<file path="config.mk">
export PLATFORM = sky130hd
export DESIGN_NAME = mult_share_arbiter
export DESIGN_NICKNAME = d
export VERILOG_FILES = /design/src/rtl/mult_share_arbiter.sv
export SDC_FILE = /design/constraint.sdc
export NUM_CORES = 1
export LEC_CHECK = 0
export BUFFER_PORTS_ARGS = -buffer_cell sky130_fd_sc_hd__buf_4
export CORE_ASPECT_RATIO = 0.9
export CORE_MARGIN = 5
export CORE_UTILIZATION = 43
export DETAILED_ROUTE_END_ITERATION = 6
export GPL_TIMING_DRIVEN = 0
export PLACE_DENSITY = 0.73
export SLEW_MARGIN = 40
export SYNTH_ARGS = -nofsm -noshare
export SYNTH_HDL_FRONTEND = slang
export SYNTH_SLANG_ARGS = --single-unit
</file>
<file path="constraint.sdc">
create_clock -name clk -period 1.75 [get_ports clk]
set_clock_uncertainty 0.15 [all_clocks]
set_input_delay 0.175 -clock clk [delete_from_list [all_inputs] [get_ports clk]]
set_output_delay 0.175 -clock clk [all_outputs]
set_load 0.01 [all_outputs]
</file>
<file path="src/rtl/mult_share_arbiter.sv">
// ---------------------------------------------------------------------------
// mult_share_arbiter
//   Shares one W x W multiplier unit (start / per-job reset / DONE control
//   interface) among N_REQ requesters. Round-robin arbitration picks a
//   requester, its operands are latched and issued to the unit, and the
//   product (or a timeout error) is returned to that requester as a
//   one-cycle pulse. A watchdog aborts jobs whose DONE never arrives.
//
// Ports
//   clk        clock
//   RESET      asynchronous, active-high reset
//   req        per-requester request level
//   op_x/op_y  packed operands, requester i at [i*W +: W]
//   gnt        one-hot grant, held for the whole job
//   rsp_valid  one-cycle pulse to the served requester
//   rsp_data   product; held after the pulse until overwritten
//   rsp_err    high with rsp_valid when the job timed out
//   busy       high whenever the sequencer is not idle
//   mul_start  one-cycle start pulse to the unit
//   mul_x/y    operands to the unit
//   mul_rst    one-cycle per-job reset to the unit
//   mul_done   unit DONE level (stays high until the unit is reset)
//   mul_res    unit product
// All outputs are registered.
// ---------------------------------------------------------------------------
module mult_share_arbiter #(
   parameter int N_REQ   = 4,
   parameter int W       = 8,
   parameter int TIMEOUT = 32
) (
   input  logic               clk,
   input  logic               RESET,
   input  logic [N_REQ-1:0]   req,
   input  logic [N_REQ*W-1:0] op_x,
   input  logic [N_REQ*W-1:0] op_y,
   output logic [N_REQ-1:0]   gnt,
   output logic [N_REQ-1:0]   rsp_valid,
   output logic [2*W-1:0]     rsp_data,
   output logic               rsp_err,
   output logic               busy,
   output logic               mul_start,
   output logic [W-1:0]       mul_x,
   output logic [W-1:0]       mul_y,
   output logic               mul_rst,
   input  logic               mul_done,
   input  logic [2*W-1:0]     mul_res
);

   localparam int PTR_W = (N_REQ > 1) ? $clog2(N_REQ) : 1;
   localparam int WD_W  = $clog2(TIMEOUT) + 1;

   typedef enum logic [1:0] {
      S_IDLE,
      S_ISSUE,
      S_WAIT,
      S_RESP
   } state_t;

   state_t             state_q, state_d;
   logic [PTR_W-1:0]   rr_ptr_q, rr_ptr_d;
   logic [PTR_W-1:0]   win_q, win_d;
   logic [WD_W-1:0]    wdog_q, wdog_d;

   logic [N_REQ-1:0]   gnt_d, rsp_valid_d;
   logic [2*W-1:0]     rsp_data_d;
   logic               rsp_err_d, busy_d, mul_start_d, mul_rst_d;
   logic [W-1:0]       mul_x_d, mul_y_d;

   logic [PTR_W-1:0]   arb_win;
   logic               arb_found;

   // Round-robin pick: first asserted request at or after rr_ptr, wrapping.
   always_comb begin
      arb_found = 1'b0;
      arb_win   = '0;
      for (int k = 0; k < N_REQ; k++) begin
         if (!arb_found && req[(int'(rr_ptr_q) + k) % N_REQ]) begin
            arb_found = 1'b1;
            arb_win   = PTR_W'((int'(rr_ptr_q) + k) % N_REQ);
         end
      end
   end

   // Next-state and next-output logic.
   always_comb begin
      // NOTE: every variable gets a default first so no path leaves one
      // unassigned, which would otherwise infer a latch.
      state_d     = state_q;
      rr_ptr_d    = rr_ptr_q;
      win_d       = win_q;
      wdog_d      = wdog_q;
      gnt_d       = gnt;
      rsp_valid_d = rsp_valid;
      rsp_data_d  = rsp_data;
      rsp_err_d   = rsp_err;
      mul_start_d = mul_start;
      mul_x_d     = mul_x;
      mul_y_d     = mul_y;
      mul_rst_d   = mul_rst;

      unique case (state_q)
         S_IDLE: begin
            // A DONE still high from the previous job blocks a new issue.
            if (arb_found && !mul_done) begin
               gnt_d          = '0;
               gnt_d[arb_win] = 1'b1;
               win_d          = arb_win;
               mul_x_d        = op_x[arb_win*W +: W];
               mul_y_d        = op_y[arb_win*W +: W];
               mul_start_d    = 1'b1;
               state_d        = S_ISSUE;
            end
         end

         S_ISSUE: begin
            mul_start_d = 1'b0;
            wdog_d      = '0;
            state_d     = S_WAIT;
         end

         S_WAIT: begin
            // DONE is tested first so it wins over a coincident timeout.
            if (mul_done) begin
               rsp_data_d         = mul_res;
               rsp_valid_d        = '0;
               rsp_valid_d[win_q] = 1'b1;
               rsp_err_d          = 1'b0;
               mul_rst_d          = 1'b1;
               gnt_d              = '0;
               state_d            = S_RESP;
            end else if (wdog_q == WD_W'(TIMEOUT - 1)) begin
               rsp_data_d         = '0;
               rsp_valid_d        = '0;
               rsp_valid_d[win_q] = 1'b1;
               rsp_err_d          = 1'b1;
               mul_rst_d          = 1'b1;
               gnt_d              = '0;
               state_d            = S_RESP;
            end else begin
               wdog_d = wdog_q + 1'b1;
            end
         end

         S_RESP: begin
            rsp_valid_d = '0;
            rsp_err_d   = 1'b0;
            mul_rst_d   = 1'b0;
            rr_ptr_d    = (win_q == PTR_W'(N_REQ - 1)) ? '0 : win_q + 1'b1;
            state_d     = S_IDLE;
         end

         default: state_d = S_IDLE;
      endcase

      busy_d = (state_d != S_IDLE);
   end

   // NOTE: sequential state uses non-blocking assignments so every register
   // samples the pre-edge values regardless of statement order.
   always_ff @(posedge clk or posedge RESET) begin
      if (RESET) begin
         state_q   <= S_IDLE;
         rr_ptr_q  <= '0;
         win_q     <= '0;
         wdog_q    <= '0;
         gnt       <= '0;
         rsp_valid <= '0;
         rsp_data  <= '0;
         rsp_err   <= 1'b0;
         busy      <= 1'b0;
         mul_start <= 1'b0;
         mul_x     <= '0;
         mul_y     <= '0;
         mul_rst   <= 1'b0;
      end else begin
         state_q   <= state_d;
         rr_ptr_q  <= rr_ptr_d;
         win_q     <= win_d;
         wdog_q    <= wdog_d;
         gnt       <= gnt_d;
         rsp_valid <= rsp_valid_d;
         rsp_data  <= rsp_data_d;
         rsp_err   <= rsp_err_d;
         busy      <= busy_d;
         mul_start <= mul_start_d;
         mul_x     <= mul_x_d;
         mul_y     <= mul_y_d;
         mul_rst   <= mul_rst_d;
      end
   end

endmodule

</file>
After elaboration in Yosys (flattened, before gate mapping)
Cells that the tools add are included.
{ "totals": {"ff_bits": 56, "output_inout_bits": 44} }
{ "op_classes": {"n_addsub": 5, "muxes": 47, "n_reduce_logical": 26, "n_eq_ne": 9, "bitwise_logic": 3, "magnitude_cmp": 8, "shift": 2} }
{ "op_table": {"columns": ["cell", "n"], "rows": [
  ["variable part select 32 x 6 -> 8 bit", 2],
  ["two-way mux 16 bit", 2],
  ["two-way mux 4 bit", 5],
  ["two-way mux 1 bit", 17],
  ["two-way mux 2 bit", 8],
  ["one-hot mux 4 bit (2 select lines)", 2],
  ["less-than comparator 3 x 4 -> 1 bit, second input constant", 3],
  ["two-way mux 6 bit", 2],
  ["one-hot mux 6 bit (2 select lines)", 1],
  ["nonzero test 2 bit", 6],
  ["less-than comparator 2 x 3 -> 1 bit, second input constant", 3],
  ["binary-select mux 1 bit (select 2 bit)", 4],
  ["one-hot mux 2 bit (4 select lines)", 1],
  ["AND reduction 2 bit", 4],
  ["adder 6 x 1 -> 6 bit, second input constant", 1],
  ["equality test 2 bit, second input constant", 3],
  ["equality test 6 x 5 -> 1 bit, second input constant", 1],
  ["logical AND 1 bit", 6],
  ["inequality test 2 bit, second input constant", 3],
  ["one-hot mux 1 bit (2 select lines)", 3],
  ["AND reduction 3 bit", 2],
  ["OR reduction 2 bit", 3],
  ["adder 2 x 1 -> 2 bit, second input constant", 2],
  ["adder 2 bit, second input constant", 2],
  ["7 further kinds", 14]
]} }

Longest topological paths before layout
{ "depth": {"ltp_word": 20, "depth_mapped": 7, "depth_no_buf": 5} }

Worst setup path before layout
No wires, ideal clock.
{ "synth_path": {"kind": "register to register", "start": "reg wdog_q[0]", "end": "reg wdog_q[4]", "t_arrival_ns": 1.502, "setup_ns": 0.126, "n_path_buf": 0, "stages_incl_launch_ff": 6, "setup_slack_ns": -0.028, "required_ns": 1.474, "path_cell_list": "dfrtp_1 > ha_1 > and3_4 > a211oi_4 > nor2b_1 > a221o_1"} }
{ "synth_via": {"elab_chain_cells": 4, "elab_cells_between_ends": 7} }
{ "synth_lines": {"columns": ["item", "line", "source"], "rows": [
  ["start, declared", "62", "logic [WD_W-1:0] wdog_q, wdog_d;"],
  ["start signal, assigned", "179", "wdog_q <= wdog_d;"],
  ["adder 6 x 1 -> 6 bit", "140", "wdog_d = wdog_q + 1'b1;"],
  ["two-way mux 6 bit", "131", "end else if (wdog_q == WD_W'(TIMEOUT - 1)) begin"],
  ["two-way mux 6 bit", "123", "if (mul_done) begin"],
  ["one-hot mux 6 bit (2 select lines)", "101", "unique case (state_q)"]
]} }
Parallel ways exist; a longest one is shown, timed or not. The select of a mux whose other input is x is not followed.
A chain may end at the register's enable or synchronous reset.

Final worst setup path
{ "layout_path": {"start": "reg wdog_q[1]", "end": "reg wdog_q[5]"} }
The elaborated chain is that of the path after synthesis.

==> qor.yml <==
crit_path_end_kind: "flop"
cellPowerDensity_nw_per_um2: 1440
min_path_cells: 3
grt_max_degree: 40
cp.required_ns: 1.80
htree_num_levels: 2
die-width_um: 97.9
hold_ws_ns: 0.0125
routed_wl_mm: 10.3
fin_crit_sh: 1.06
synth_top_family_by_area: "compound AO/OA/AOI/OAI gates"
drc: 0
yosysTopAreaCell: "dfrtp_1"
worstHoldEndpoint: "mul_y[3]"
io_buffers: 129
ios: 131
worstMarginPinSlew_ns: 0.484
drv_slew: 0
synthAdderAreaFrac: 0.0209
min_path_type: "input port to flop"
status: "finished, violations left"
synth_compound_area_frac: 0.235
wl_per_cell_um: 17.7
tritoncts: "yes"
synth-main-ff-cell: "dfrtp_1"
r2r_start: "wdog_q[1]"
cts_sinks: 56
vias: 3146
syn_area_per_cell_um2: 10.1
dr.pass1.iters: 4
synthesis.nets: 389
dp_hpwl_mm: 6.63
p_leak_nw: 2.39
clockBufferDepth: 2
violations: "negative setup slack"
fp.dieArea_um2: 8720
synth_top_cells_by_count: "dfrtp_1 (56), nand2_1 (42), a31oi_1 (32)"
worstHoldStart: "op_y[11]"
p_comb_frac: 0.562
synth_top_area_share: 0.469
period_needed_ns: 1.86
clock_latency_ns: 0.31
pre_cts_ws_ns: -0.169
clock.fmax_mhz: 538
ys_seq_elements: 56
setup_violations: 23
place_congestion: 0.813
initialDrtViolationCount: 171
root_buffer: "clkbuf_8"
ff2ff_path_depth: 6
rows: 28
critPathArrivalTime_ns: 1.91
r2r_end: "wdog_q[5]"
diodes: 0
rsz0062_at_grt: "yes"
worst-setup-path-type: "flop to flop"
peakVddDrop_mv: 0.835
nets: 581
async_reset_ff_frac: 1.00
post-route-util: 0.726
numCtsBuffers: 5
finalHoldViolCount: 0
fin_setup_tns_ns: -1.82
synth_xor_area_frac: 0
synth_cells: 297
p_sw_mw: 2.72
core_area_um2: 6660
grt_pass1_wl_mm: 15.7
drv_cap: 0
grt_overflow: 0
synth_area_leaders: "dfrtp_1 (47%), a31oi_1 (6.7%), nand2_1 (5.3%)"
first_global_vias: 3160
dieHeight_um: 89.1
syn_to_final_growth_pct: 61.6
routed_via_density: 5.42
ant_nets: 0
rrSetupSlack_ns: -0.11
slew_headroom: 0.677
start_kind: "flop"
syn_area_um2: 2990
synth.most_common_cell: "dfrtp_1"
seq_power_share: 0.329
synth_mux_area_frac: 0.0377
start_util: 0.449
p_clk_frac: 0.109
synth.distinct_cells: 44
antenna_found_initial: 0
fin_ws_ns: -0.107
synth_simple_gate_area_frac: 0.170
cp_max_fo: 5
drive_above_1_share: 0.414
ys_seq_area_frac: 0.469
path_clk_slew_ns: 0.11
internal_power_mw: 4.24
synth_warnings: 0
track_usage: 0.224
swShare: 0.390
synth_edf_count: 0
## state kept, by name, summed over array words and instances (netlist names)
signal,count
busy,1
gnt,4
mul_rst,1
mul_start,1
mul_x,8
mul_y,8
rr_ptr_q,2
rsp_data,16
rsp_err,1
rsp_valid,4
state_q,2
wdog_q,6
win_q,2
## power by group through the flow
| stage | Sequential [mW] | Combinational [mW] | Clock [mW] |
|---|---|---|---|
| 2_1_floorplan | 2.47 | 1.69 | 0 |
| 4_1_cts | 2.26 | 3.59 | 0.776 |
| 3_3_place_gp | 2.27 | 3.26 | 0 |
| 3_5_place_dp | 2.30 | 3.30 | 0 |
| 6_report | 2.29 | 3.91 | 0.756 |
| 5_1_grt | 2.36 | 4.21 | 0.833 |
## cells by family (layout without fill, tap and decap cells)
family	Yosys count	count (layout)
simple gates	103	103
flops	56	56
mux	11	11
fa+ha+maj	5	5
compound gates	90	90
buf+inv	32	225
## how the worst max path moves through the flow
stage	startpoint	endpoint	depth (start not counted)
6_report	wdog_q[1]	wdog_q[5]	6
5_1_grt	wdog_q[1]	wdog_q[5]	6
4_1_cts	rr_ptr_q[1]	mul_y[7]	6
3_5_place_dp	rr_ptr_q[1]	mul_y[7]	6
3_3_place_gp	RESET	rsp_valid[2]	2
2_1_floorplan	wdog_q[1]	wdog_q[4]	5
## placed cells by master, fill, tap and decap left out, drive strengths merged, types with 2 or more instances in the layout
master	count
and3	18
a31oi	32
mux2i	9
a21oi	3
ha	5
nand4	2
nor2b	5
nand2b	3
buf	166
nor2	20
mux2	2
nand2	42
o21bai	2
a22o	16
a22oi	16
o311ai	2
dfrtp	56
dlygate4sd3	35
clkbuf	12
o21ai	10
inv	11
or3	2
nand3	4
## repair_timing
item | in CTS | in global routing
buffers inserted | 9 | 10
cloned | 0 | 2
resized for setup | 14 | 24
pin swaps | 4 | 11
endpoints found under the setup margin | 36 | 35
hold buffers | 34 | 1
hold endpoints to repair | 89 | 1
## per-layer routing
metal / track usage / vias to the layer above / wire [um]
met5: 0 / - / 0
met4: 0.0868 / 0 / 337
met3: 0.0398 / 24 / 534
met2: 0.400 / 114 / 5350
met1: 0.273 / 1534 / 4070
li1: - / 1474 / -
## critical path: stages (launching register included)
cell and delay, ns:
dfrtp_1 0.41, ha_2 0.20, and3_4 0.19, a211oi_4 0.33
buf_4 0.18, mux2i_1 0.19, mux2i_1 0.10
## per-stage QoR
step	power, mW	instances	area (um^2)
2_1_floorplan	4.16	297	2990
3_3_place_gp	5.53	516	4070
3_5_place_dp	5.60	517	4100
4_1_cts	6.63	567	4650
5_1_grt	7.41	580	4830
6_report	6.95	580	4830
## cell type report
type	count	area (um^2)
buffer	22	200
timing repair buffer	186	1540
sequential	56	1400
clock inverter	3	26.3
multi-input combinational	209	1440
inverter	9	36.3
tap	90	113
fill	495	1820
clock buffer	5	68.8
(Power assumes the default switching activity.)
